[src/rtl/ibex_rvfi_trace_buffer.sv]
// ibex_rvfi_trace_buffer
//
// Capture buffer for RVFI retirement records. It taps the rvfi_* signals
// beside ibex_top, keeps the selected fields in a flip-flop ring and lets a
// consumer drain them over a valid/ready stream.
//
// Capture modes (latched on arm_i):
//   STREAM : FIFO. Readable while capturing. When full, a retirement is
//            dropped unless a read happens in the same cycle.
//   RING   : free-running. The oldest entry is overwritten when full.
//            Readable only once capture is stopped (DONE).
//   TRIG   : RING behaviour, but capture ends PostTrig writes after the
//            first retirement whose PC matches the latched trigger PC.
//
// Ports:
//   clk_i, rst_i          clock, synchronous active-high reset
//   arm_i                 pulse: clear buffer, latch mode/trigger PC, start
//   stop_i                pulse: end capture (CAPT/POST -> DONE)
//   mode_i                0=STREAM, 1=RING, 2=TRIG, 3 acts as STREAM
//   trig_pc_i             trigger PC for TRIG mode
//   rvfi_*                retirement record tap
//   rd_valid_o/rd_ready_i head-of-buffer stream handshake
//   rd_*_o                head entry fields, 0 while rd_valid_o is low
//   level_o               number of entries held
//   drop_cnt_o            retirements dropped or overwritten, saturating
//   state_o               0=IDLE, 1=CAPT, 2=POST, 3=DONE
//   triggered_o           trigger seen since the last arm
//
// Read handshake: an entry is transferred on every rising clk_i edge where
// rd_valid_o and rd_ready_i are both high. rd_valid_o never depends on
// rd_ready_i, and the rd_*_o fields are stable while rd_valid_o is high and
// rd_ready_i is low.

module ibex_rvfi_trace_buffer #(
  parameter int unsigned Depth    = 16,
  parameter int unsigned PostTrig = 4,
  parameter int unsigned DropCntW = 16
) (
  input  logic                     clk_i,
  input  logic                     rst_i,
  input  logic                     arm_i,
  input  logic                     stop_i,
  input  logic [1:0]               mode_i,
  input  logic [31:0]              trig_pc_i,
  input  logic                     rvfi_valid,
  input  logic [31:0]              rvfi_pc_rdata,
  input  logic [31:0]              rvfi_insn,
  input  logic [4:0]               rvfi_rd_addr,
  input  logic [31:0]              rvfi_rd_wdata,
  input  logic                     rvfi_trap,
  input  logic                     rvfi_intr,
  output logic                     rd_valid_o,
  input  logic                     rd_ready_i,
  output logic [31:0]              rd_pc_o,
  output logic [31:0]              rd_insn_o,
  output logic [4:0]               rd_rd_addr_o,
  output logic [31:0]              rd_rd_wdata_o,
  output logic                     rd_trap_o,
  output logic                     rd_intr_o,
  output logic [$clog2(Depth):0]   level_o,
  output logic [DropCntW-1:0]      drop_cnt_o,
  output logic [1:0]               state_o,
  output logic                     triggered_o
);

  localparam int unsigned AW = $clog2(Depth);
  localparam int unsigned LW = AW + 1;
  localparam int unsigned EW = 103;
  // PostTrig is at most Depth-1, so it always fits in a pointer-wide counter.
  localparam int unsigned CW = AW;

  localparam logic [1:0] MODE_STREAM = 2'd0;
  localparam logic [1:0] MODE_RING   = 2'd1;
  localparam logic [1:0] MODE_TRIG   = 2'd2;

  typedef enum logic [1:0] {
    ST_IDLE = 2'd0,
    ST_CAPT = 2'd1,
    ST_POST = 2'd2,
    ST_DONE = 2'd3
  } state_e;

  state_e                state_q, state_d;
  logic [1:0]            mode_q, mode_d;
  logic [31:0]           trig_pc_q, trig_pc_d;
  logic                  triggered_q, triggered_d;
  logic [CW-1:0]         post_cnt_q, post_cnt_d;
  logic [AW-1:0]         wr_ptr_q, wr_ptr_d;
  logic [AW-1:0]         rd_ptr_q, rd_ptr_d;
  logic [LW-1:0]         level_q, level_d;
  logic [DropCntW-1:0]   drop_q, drop_d;
  logic [EW-1:0]         mem_q [Depth];

  logic          capturing;
  logic          full;
  logic          rd_valid;
  logic          rd_fire;
  logic          wr_req;
  logic          wr_en;
  logic          drop_evt;
  logic          overwrite;
  logic          trig_hit;
  logic [EW-1:0] wr_entry;
  logic [EW-1:0] head;

  assign capturing = (state_q == ST_CAPT) || (state_q == ST_POST);
  assign full      = (level_q == LW'(Depth));

  // STREAM may be drained while capturing; RING/TRIG only after capture ends.
  assign rd_valid = (level_q != '0) &&
                    ((mode_q == MODE_STREAM) ? ((state_q == ST_CAPT) || (state_q == ST_DONE))
                                             : (state_q == ST_DONE));
  assign rd_fire  = rd_valid && rd_ready_i;

  assign wr_req = rvfi_valid && capturing;
  // STREAM refuses a write into a full buffer unless the head leaves this cycle.
  assign wr_en  = wr_req && ((mode_q != MODE_STREAM) || !full || rd_fire);
  // Covers both a STREAM drop and a RING/TRIG overwrite of the oldest entry.
  assign drop_evt  = wr_req && full && !rd_fire;
  assign overwrite = wr_en && full && !rd_fire;

  assign trig_hit = wr_en && (mode_q == MODE_TRIG) && (state_q == ST_CAPT) &&
                    !triggered_q && (rvfi_pc_rdata == trig_pc_q);

  assign wr_entry = {rvfi_pc_rdata, rvfi_insn, rvfi_rd_addr, rvfi_rd_wdata,
                     rvfi_trap, rvfi_intr};

  always_comb begin
    state_d     = state_q;
    mode_d      = mode_q;
    trig_pc_d   = trig_pc_q;
    triggered_d = triggered_q;
    post_cnt_d  = post_cnt_q;
    wr_ptr_d    = wr_ptr_q;
    rd_ptr_d    = rd_ptr_q;
    level_d     = level_q;
    drop_d      = drop_q;

    if (arm_i) begin
      // arm_i wins over every other event, including a same-cycle retirement.
      state_d     = ST_CAPT;
      mode_d      = ((mode_i == MODE_RING) || (mode_i == MODE_TRIG)) ? mode_i : MODE_STREAM;
      trig_pc_d   = trig_pc_i;
      triggered_d = 1'b0;
      post_cnt_d  = '0;
      wr_ptr_d    = '0;
      rd_ptr_d    = '0;
      level_d     = '0;
      drop_d      = '0;
    end else begin
      if (wr_en) begin
        wr_ptr_d = wr_ptr_q + AW'(1);
      end
      if (rd_fire || overwrite) begin
        rd_ptr_d = rd_ptr_q + AW'(1);
      end

      if (wr_en && !rd_fire && !overwrite) begin
        level_d = level_q + LW'(1);
      end else if (rd_fire && !wr_en) begin
        level_d = level_q - LW'(1);
      end

      if (drop_evt && (drop_q != '1)) begin
        drop_d = drop_q + DropCntW'(1);
      end

      if (trig_hit) begin
        triggered_d = 1'b1;
        post_cnt_d  = CW'(PostTrig);
        state_d     = (PostTrig == 0) ? ST_DONE : ST_POST;
      end else if ((state_q == ST_POST) && wr_en) begin
        post_cnt_d = post_cnt_q - CW'(1);
        if (post_cnt_q == CW'(1)) begin
          state_d = ST_DONE;
        end
      end

      // The same-cycle retirement above is still written.
      if (stop_i && capturing) begin
        state_d = ST_DONE;
      end
    end
  end

  always_ff @(posedge clk_i) begin
    if (rst_i) begin
      state_q     <= ST_IDLE;
      mode_q      <= MODE_STREAM;
      trig_pc_q   <= '0;
      triggered_q <= 1'b0;
      post_cnt_q  <= '0;
      wr_ptr_q    <= '0;
      rd_ptr_q    <= '0;
      level_q     <= '0;
      drop_q      <= '0;
    end else begin
      state_q     <= state_d;
      mode_q      <= mode_d;
      trig_pc_q   <= trig_pc_d;
      triggered_q <= triggered_d;
      post_cnt_q  <= post_cnt_d;
      wr_ptr_q    <= wr_ptr_d;
      rd_ptr_q    <= rd_ptr_d;
      level_q     <= level_d;
      drop_q      <= drop_d;
    end
  end

  // Storage carries no reset: stale contents are unreachable once the
  // pointers and level are cleared, and the read fields are gated below.
  always_ff @(posedge clk_i) begin
    if (wr_en && !arm_i && !rst_i) begin
      mem_q[wr_ptr_q] <= wr_entry;
    end
  end

  assign head = rd_valid ? mem_q[rd_ptr_q] : '0;

  assign rd_valid_o    = rd_valid;
  assign rd_pc_o       = head[102:71];
  assign rd_insn_o     = head[70:39];
  assign rd_rd_addr_o  = head[38:34];
  assign rd_rd_wdata_o = head[33:2];
  assign rd_trap_o     = head[1];
  assign rd_intr_o     = head[0];
  assign level_o       = level_q;
  assign drop_cnt_o    = drop_q;
  assign state_o       = state_q;
  assign triggered_o   = triggered_q;

endmodule

[config.mk]
export PLATFORM = sky130hd
export DESIGN_NAME = ibex_rvfi_trace_buffer
export DESIGN_NICKNAME = d
export VERILOG_FILES = /design/src/rtl/ibex_rvfi_trace_buffer.sv
export SDC_FILE = /design/constraint.sdc
export NUM_CORES = 1
export LEC_CHECK = 0
export ABC_CLOCK_PERIOD_IN_PS = 16950
export BUFFER_PORTS_ARGS = -buffer_cell sky130_fd_sc_hd__buf_2
export CORE_MARGIN = 3
export CORE_UTILIZATION = 25
export DETAILED_ROUTE_END_ITERATION = 10
export GPL_TIMING_DRIVEN = 0
export HOLD_SLACK_MARGIN = 0.12
export PLACE_DENSITY = 0.36
export SYNTH_ARGS = -nofsm -noshare
export SYNTH_HDL_FRONTEND = slang
export SYNTH_SLANG_ARGS = --single-unit
export TNS_END_PERCENT = 5
[constraint.sdc]
create_clock -name clk_i -period 16.95 [get_ports clk_i]
set_clock_uncertainty 0.15 [all_clocks]
set_input_delay 1.695 -clock clk_i [delete_from_list [all_inputs] [get_ports clk_i]]
set_output_delay 1.695 -clock clk_i [all_outputs]
set_load 0.02 [all_outputs]
==> flow_summary.toml, run 1 <==
[floorplan]
dieArea_um2 = 271000
die_x_um = 521
die_y_um = 521
rows = 188
coreArea_um2 = 263000
initial_core_util = 0.252
ios = 271

[cells_and_area]
fin_nets = 3570
drive_gt1_frac = 0.360
fillCellCount = 25500
fin_util = 0.305
area_growth_pct = 21.2
seqCellArea_um2 = 51000
stdcell_area_um2 = 80300
multi_input_area_um2 = 14400

[routing]
num_vias = 31400
postRouteAntennaNets = 0
wl_per_cell_um = 29.0
via_per_inst = 4.42
drcViolationCount = 0
wl_mm = 206
drt_first_iter_violations = 2634
dr.pass1.iters = 5

[place]
dp_slack_ns = 11.38
place_area_um2 = 74100
portBuffers = 269
place.gp.congestion = 0.684
dp_hpwl_mm = 132

[cts]
hold_buffers = 0
clk_latency_ns = 0.82
cts-root-buf = "clkbuf_16"
numCtsBuffers = 195
tritoncts = "done"
htreeDepth = 4
cts_sinks = 1722
clk_pin_slew_ns = 0.06
cts_setup_buffers = 0
cts_resized = 0
clockBufferDepth = 3

[worst_setup_path]
slowest_delay_ns = 0.89
reg2reg_depth = 12
r2r-end = "mem_q[14][39]"
critPathMaxFanout = 10
critical_path_buf_inv_count = 4
path_depth = 7
crit_type = "reg2out"
path_cells = "buf_2, clkbuf_2, clkbuf_1, mux4_2, mux4_2, and2_1, buf_2"
required_ns = 15.11
endpoint_kind = "output port"
slowest_stage = "clkbuf_1"
worstPathArrival_ns = 4.29
rrSetupSlack_ns = 12.43
regToRegStartpoint = "state_o[0]"
cp_top_family = "buffers and inverters"
endpoint = "rd_pc_o[30]"
start_kind = "flop"

[synth]
yosys_warnings = 0
ys.flop_type = "edfxtp_1"
syn_area_um2 = 66200
synthMuxAreaShare = 0.181
yosysSeqAreaShare = 0.769
synth-simple-area-share = 0.0226
synthXorXnorAreaFrac = 0.00740
yosys.cell_types.count = 44
avgSynthCellArea_um2 = 23.7
syn_nets = 2954
synth_top_family_by_area = "multiplexers"
syn_inst = 2796
synth_fa_ha_area_frac = 0.00295
synthArstFlopShare = 0
synth-seq-cells = 1722
synth_edf_count = 1648
synth-compound-area-share = 0.00289

[sta]
relSlewSlack = 0.166
layout_setup_ws_ns = 10.81
min_period_ns = 6.14
fmax_mhz = 163
setup-violations-final = 0
drv_slew = 0
rsz0062_at_grt = "false"
tightest_slew_ns = 1.25
hold_slack_ns = 0.366
finalHoldViolCount = 0
period_share = 0.362

[job]
cap_violations = 0

[global_route]
grt_pass1_vias = 33400
grt_remaining_overflow = 0
grt_first_pass_wirelength_mm = 284
gr-usage-all-layers = 0.151
grt_max_degree = 37
antenna_found_initial = 48

[power_and_ir_drop]
powerDensity_nw_per_um2 = 112
max-vdd-ir-drop_uv = 89.6
power_mw = 9.01
p_leak_nw = 24.9

[hold_path]
hp-class = "reg2reg"
hold_start = "trig_pc_q[26]"
hold_depth = 2

[outcome]
status = "completed"
==> flip-flops by register name (all words and copies together) (netlist names), named ones only <==
signal,flops
drop_cnt_o,16
level_o,5
mem_q,1648
mode_q,2
post_cnt_q,4
rd_ptr_q,4
state_o,2
trig_pc_q,32
triggered_o,1
wr_ptr_q,4
==> cells in the final DEF (no fill, tap or decap), types with 7 or more instances in the layout <==
master	instances
diode_2	19
xor2_1	43
nand3_1	11
ha_1	14
nor4_1	12
dfxtp_1	74
buf_6	49
clkbuf_2	7
mux4_2	515
a21oi_1	12
and2_1	106
buf_1	12
nand4_1	13
buf_2	280
clkbuf_1	115
inv_1	14
buf_16	29
mux2i_1	37
clkinv_2	25
xnor2_1	13
nand2_1	10
clkinv_1	43
bufinv_16	13
o21ai_0	9
buf_4	90
and2_4	8
edfxtp_1	1648
clkbuf_16	200
nor2_1	69
buf_12	24
==> cells by family after synthesis <==
| logic type | Yosys count |
|---|---|
| AO/OA/AOI/OAI | 32 |
| XOR/XNOR | 56 |
| adder cells (fa/ha/maj) | 15 |
| buffers and inverters | 157 |
| flip-flops | 1722 |
| multiplexers | 552 |
| AND/OR/NAND/NOR | 262 |
==> how the worst min path moves through the flow <==
stage                         end  slack [ns]
floorplan               mode_q[1]        0.32
global placement    trig_pc_q[18]        0.35
detailed placement  trig_pc_q[24]        0.36
CTS                 trig_pc_q[24]        0.37
global route        trig_pc_q[24]        0.39
finish              trig_pc_q[26]        0.37
==> tightest hold or removal path, stage by stage (launching register included) <==
cell     delay (ns)
dfxtp_1        0.34
mux2i_1        0.07
nor2_1         0.07
==> cell usage after synthesis (all sizes together), types with 2 or more instances <==
cell type  count  area (um^2)
inv           14         52.6
mux4         515        11600
nor2          73          274
o21ai          9         45.0
nand2b         3         18.8
edfxtp      1648        49500
nor4b          2         32.5
buf           66          584
clkbuf        77          289
nor4          18          134
nand2         10         37.5
o21a           2         15.0
and2         114          713
nor3           5         36.3
ha            14          175
xnor2         13          114
nand3         11         55.1
mux2i         37          370
dfxtp         74         1480
nand4         13         81.3
a21o           2         15.0
and3           2         12.5
nor3b          4         35.0
xor2          43          377
a21oi         12         60.1
or2            2         12.5
a31oi          2         12.5
nand3b         2         15.0
==> power by group <==
part	switching, mW	total [mW]	internal, mW
sequential	0.00776	4.68	4.67
combinational	0.163	0.243	0.0801
clock	1.72	4.09	2.37
total	1.89	9.01	7.12
==> stage by stage <==
step,TNS [ns],cells
detailed placement,0,6730
global route,0,7083
finish,0,7099
CTS,0,7080
global placement,-6303.33,6580
floorplan,0,2796
==> metal layers <==
metal | track usage | up-vias | share of wire
li1 | - | 13100 | -
met1 | 0.215 | 17200 | 0.46
met3 | 0.0290 | 266 | 0.052
met5 | 0 | - | 0.00017
met4 | 0.0347 | 6 | 0.021
met2 | 0.238 | 838 | 0.47
==> layout make-up <==
class | instances | area share
Sequential cell | 1722 | 0.635
Tap cell | 3515 | 0.0548
Antenna cell | 19 | 0.000592
Buffer | 143 | 0.0110
Timing Repair Buffer | 419 | 0.0422
Inverter | 14 | 0.000655
Clock inverter | 98 | 0.0106
Multi-Input combinational cell | 917 | 0.180
Clock buffer | 252 | 0.0654
(Power assumes the default switching activity.)
==> run 2: changes to the inputs <==
--- a/config.mk
+++ b/config.mk
@@ -5,7 +5,7 @@
 export SDC_FILE = /design/constraint.sdc
 export NUM_CORES = 1
 export LEC_CHECK = 0
-export ABC_CLOCK_PERIOD_IN_PS = 16950
+export ABC_CLOCK_PERIOD_IN_PS = 5700
 export BUFFER_PORTS_ARGS = -buffer_cell sky130_fd_sc_hd__buf_2
 export CORE_MARGIN = 3
 export CORE_UTILIZATION = 25
==> constraint.sdc (replaced) <==
create_clock -name clk_i -period 5.7 [get_ports clk_i]
set_clock_uncertainty 0.15 [all_clocks]
set_input_delay 0.57 -clock clk_i [delete_from_list [all_inputs] [get_ports clk_i]]
set_output_delay 0.57 -clock clk_i [all_outputs]
set_load 0.02 [all_outputs]
==> flow_summary.toml, run 2 (same netlist as run 1, synthesis figures left out) <==
[floorplan]
die_y_um = 521
rows = 188
ios = 271
initial_core_util = 0.252
die_x_um = 521
coreArea_um2 = 263000
dieArea_um2 = 271000

[place]
dp_hpwl_mm = 130
place.gp.congestion = 0.685
portBuffers = 269
dp_cells = 6701

[job]
cap_violations = 0

[sta]
period_share = 0.901
finalHoldViolCount = 0
relSlewSlack = 0.144
rsz0062_at_grt = "false"
fmax_mhz = 195
drv_slew = 0
setup-violations-final = 0
hold_slack_ns = 0.362
min_period_ns = 5.13
tightest_slew_ns = 1.28

[routing]
num_vias = 31900
drt_first_iter_violations = 2300
wl_per_cell_um = 28.5
postRouteAntennaNets = 0
dr.pass1.iters = 5
via_per_inst = 4.42
drcViolationCount = 0
wl_mm = 206

[cells_and_area]
final_common_cell = "edfxtp_1"
layout_common_cells = "1648 x edfxtp_1, 515 x mux4_2, 280 x buf_2, 199 x clkbuf_16, 147 x dlygate4sd3_1"
largest_reg_flops = 1648
top_register = "mem_q"
drive_gt1_frac = 0.342
fillCellCount = 25500
fin_nets = 3691
stdcell_count = 7223
area_growth_pct = 24.1

[global_route]
grt_pass1_vias = 34100
grt_max_degree = 37
grt_first_pass_wirelength_mm = 285
grt_remaining_overflow = 0
gr-usage-all-layers = 0.151
antenna_found_initial = 26

[worst_setup_path]
slowest_delay_ns = 0.72
crit_type = "reg2out"
slowest_stage = "clkbuf_1"
endpoint_kind = "output port"
start_kind = "flop"
path_cells = "ha_1, nor3b_1, a2bb2oi_2, buf_8, clkbuf_2, clkbuf_1, and2_1, buf_2"
worstPathArrival_ns = 4.41
critPathMaxFanout = 10
required_ns = 4.98

[cts]
tritoncts = "done"
cts_resized = 0
cts-root-buf = "clkbuf_16"
clockBufferDepth = 3
cts_sinks = 1722
hold_buffers = 147
cts_setup_buffers = 0
numCtsBuffers = 198
htreeDepth = 4
clk_pin_slew_ns = 0.06
clk_latency_ns = 0.82

[power_and_ir_drop]
powerDensity_nw_per_um2 = 334
p_leak_nw = 25.6
max-vdd-ir-drop_uv = 257

[outcome]
status = "completed"

[hold_path]
hp-class = "reg2reg"
-- run 2: layout make-up --
cell class / instances / area (um^2) / share of cell area
Sequential cell: 1722 / 51000 / 0.620
Multi-Input combinational cell: 917 / 14500 / 0.176
Clock buffer: 246 / 5160 / 0.0627
Timing Repair Buffer: 537 / 4960 / 0.0603
Tap cell: 3515 / 4400 / 0.0535
Clock inverter: 119 / 1320 / 0.0161
Buffer: 143 / 881 / 0.0107
Inverter: 14 / 52.6 / 0.000639
Antenna cell: 10 / 25.0 / 0.000304
-- run 2: path summary, 6_finish.rpt --
| check | cells after the start | slack [ns] | startpoint | end |
|---|---|---|---|---|
| setup / recovery | 8 | 0.57 | state_o[0] | rd_pc_o[13] |
| hold / removal | 1 | 0.36 | triggered_o | triggered_o |
| setup reg to reg | 12 | 1.16 | state_o[0] | mem_q[13][34] |
| hold reg to reg | 1 | 0.36 | triggered_o | triggered_o |
-- run 2: worst max-delay path: cells and delay by family, from the launching register on --
kind | cells | cell delay (ns)
buf+inv | 4 | 1.62
simple gates | 2 | 0.84
compound gates | 1 | 0.46
flops | 1 | 0.42
fa+ha+maj | 1 | 0.22
-- run 2: through the flow --
step	cell area, um^2	worst slack, ns	util	TNS [ns]	total power, mW
6_report	82200	0.567	0.313	0	27.4
5_1_grt	82200	0.268	0.313	0	28.5
4_1_cts	82200	0.267	0.313	0	27.9
3_5_place_dp	74200	1.06	0.282	0	14.9
3_3_place_gp	72000	-13.09	0.274	-	14.9
2_1_floorplan	66300	-2.06	-	-1404.71	14.5
-- run 2: power breakdown --
group	total (mW)	switching (mW)	leakage (nW)	internal [mW]
Sequential	13.9	0.0231	15.4	13.9
Clock	12.7	5.21	3.15	7.51
Combinational	0.814	0.508	7.05	0.306
-- run 2: routing by layer --
metal / wire length (um) / GRT usage / up-vias
met5: 28 / 0 / -
met4: 3710 / 0.0301 / 6
met3: 8640 / 0.0272 / 241
met2: 98900 / 0.244 / 703
met1: 94800 / 0.213 / 17500
li1: - / - / 13400
==> run 3: changes to the inputs <==
--- a/config.mk
+++ b/config.mk
@@ -7,6 +7,7 @@
 export LEC_CHECK = 0
 export ABC_CLOCK_PERIOD_IN_PS = 5700
 export BUFFER_PORTS_ARGS = -buffer_cell sky130_fd_sc_hd__buf_2
+export CORE_ASPECT_RATIO = 0.75
 export CORE_MARGIN = 3
 export CORE_UTILIZATION = 25
 export DETAILED_ROUTE_END_ITERATION = 10
==> flow_summary.toml, run 3 (same netlist as run 1, synthesis figures left out) <==
[routing]
dr.pass1.iters = 6
wl_per_cell_um = 28.3
wl_mm = 203
postRouteAntennaNets = 0
drcViolationCount = 0
num_vias = 31800
drt_first_iter_violations = 2796
via_per_inst = 4.42

[power_and_ir_drop]
p_leak_nw = 25.3
powerDensity_nw_per_um2 = 327
switching_share = 0.209
seq_power_share = 0.521
clkPwrFrac = 0.449
power.switching_mw = 5.58
power_report.internal_total_mw = 21.1
max-vdd-ir-drop_uv = 206
comb_power_share = 0.030

[floorplan]
initial_core_util = 0.253
rows = 162
coreArea_um2 = 262000
ios = 271
dieArea_um2 = 271000
die_y_um = 452
die_x_um = 600

[cells_and_area]
layout_common_cells = "1648 x edfxtp_1, 515 x mux4_2, 280 x buf_2, 194 x clkbuf_16, 147 x dlygate4sd3_1"
final_common_cell = "edfxtp_1"
fillCellCount = 25000
drive_gt1_frac = 0.340
area_growth_pct = 23.2
top_register = "mem_q"
fin_nets = 3681
largest_reg_flops = 1648

[worst_setup_path]
slowest_delay_ns = 0.68
slowest_stage = "clkbuf_1"
endpoint_kind = "output port"
crit_type = "reg2out"
path_cells = "ha_1, nor3b_1, a2bb2oi_2, buf_16, clkbuf_2, clkbuf_1, and2_1, buf_2"
rrSetupSlack_ns = 0.83
critPathMaxFanout = 10
worstPathArrival_ns = 4.40
start_kind = "flop"
required_ns = 4.98
critical_path_buf_inv_count = 4
cp_top_family = "buffers and inverters"

[cts]
htreeDepth = 4
cts_resized = 0
clk_latency_ns = 0.85
clockBufferDepth = 4
cts-root-buf = "clkbuf_16"
tritoncts = "done"
cts_sinks = 1722
clk_pin_slew_ns = 0.06
hold_buffers = 147
cts_setup_buffers = 0
numCtsBuffers = 193

[sta]
tightest_slew_ns = 1.27
drv_slew = 0
period_share = 0.897
rsz0062_at_grt = "false"
relSlewSlack = 0.155
setup-violations-final = 0
fmax_mhz = 195
hold_slack_ns = 0.337
finalHoldViolCount = 0
min_period_ns = 5.12
setup_tns_ns = 0

[global_route]
grt_first_pass_wirelength_mm = 282
grt_pass1_vias = 33800
gr-usage-all-layers = 0.148
grt_max_degree = 36
antenna_found_initial = 15
grt_remaining_overflow = 0

[place]
portBuffers = 269
dp_hpwl_mm = 126
place.gp.congestion = 0.672

[outcome]
status = "completed"

[hold_path]
hp-class = "in2reg"

[job]
cap_violations = 0
[run 3: power groups by stage]
stage / sequential, mW / combinational, mW / clock [mW]
floorplan: 14.2 / 0.308 / 0
global placement: 14.2 / 0.726 / 0
detailed placement: 14.2 / 0.746 / 0
CTS: 13.9 / 0.833 / 12.4
global route: 13.9 / 0.883 / 13.0
finish: 13.9 / 0.803 / 12.0
[run 3: metal layers]
metal / global-route usage / vias up / share of wire
li1: - / 13300 / -
met1: 0.214 / 17500 / 0.47
met2: 0.235 / 734 / 0.47
met3: 0.0263 / 236 / 0.042
met4: 0.0293 / 0 / 0.019
met5: 0 / - / 0
[run 3: final cells by class]
| class | instances | area (um^2) | share of cell area |
|---|---|---|---|
| Tap cell | 3526 | 4410 | 0.0541 |
| Antenna cell | 4 | 10.0 | 0.000123 |
| Clock buffer | 238 | 5050 | 0.0619 |
| Sequential cell | 1722 | 51000 | 0.625 |
| Inverter | 14 | 52.6 | 0.000644 |
| Timing Repair Buffer | 532 | 4880 | 0.0598 |
| Multi-Input combinational cell | 917 | 14500 | 0.177 |
| Clock inverter | 95 | 858 | 0.0105 |
| Buffer | 143 | 883 | 0.0108 |
[run 3: tightest hold or removal path, stage by stage]
cell and delay [ns]:
dlygate4sd3_1 0.51, buf_2 0.09, mux2i_1 0.05, nor2_1 0.07
[run 3: through the flow]
step	total power [mW]	worst slack [ns]	std cells	util	area, um^2
6_report	26.7	0.584	7191	0.312	81600
5_1_grt	27.7	0.199	7188	0.312	81600
4_1_cts	27.2	0.249	7186	0.312	81500
3_5_place_dp	14.9	0.662	6706	0.283	74200
3_3_place_gp	14.9	-13.72	6591	0.275	72000
2_1_floorplan	14.5	-2.06	2796	-	66300
[run 3: final timing paths]
path                                    start       endpoint  depth (start not counted)
worst max register to register     state_o[0]  mem_q[12][59]                         12
worst max-delay path               state_o[0]   rd_insn_o[2]                          8
worst min register to register  trig_pc_q[16]  trig_pc_q[16]                          2
worst min-delay path             trig_pc_i[6]   trig_pc_q[6]                          4
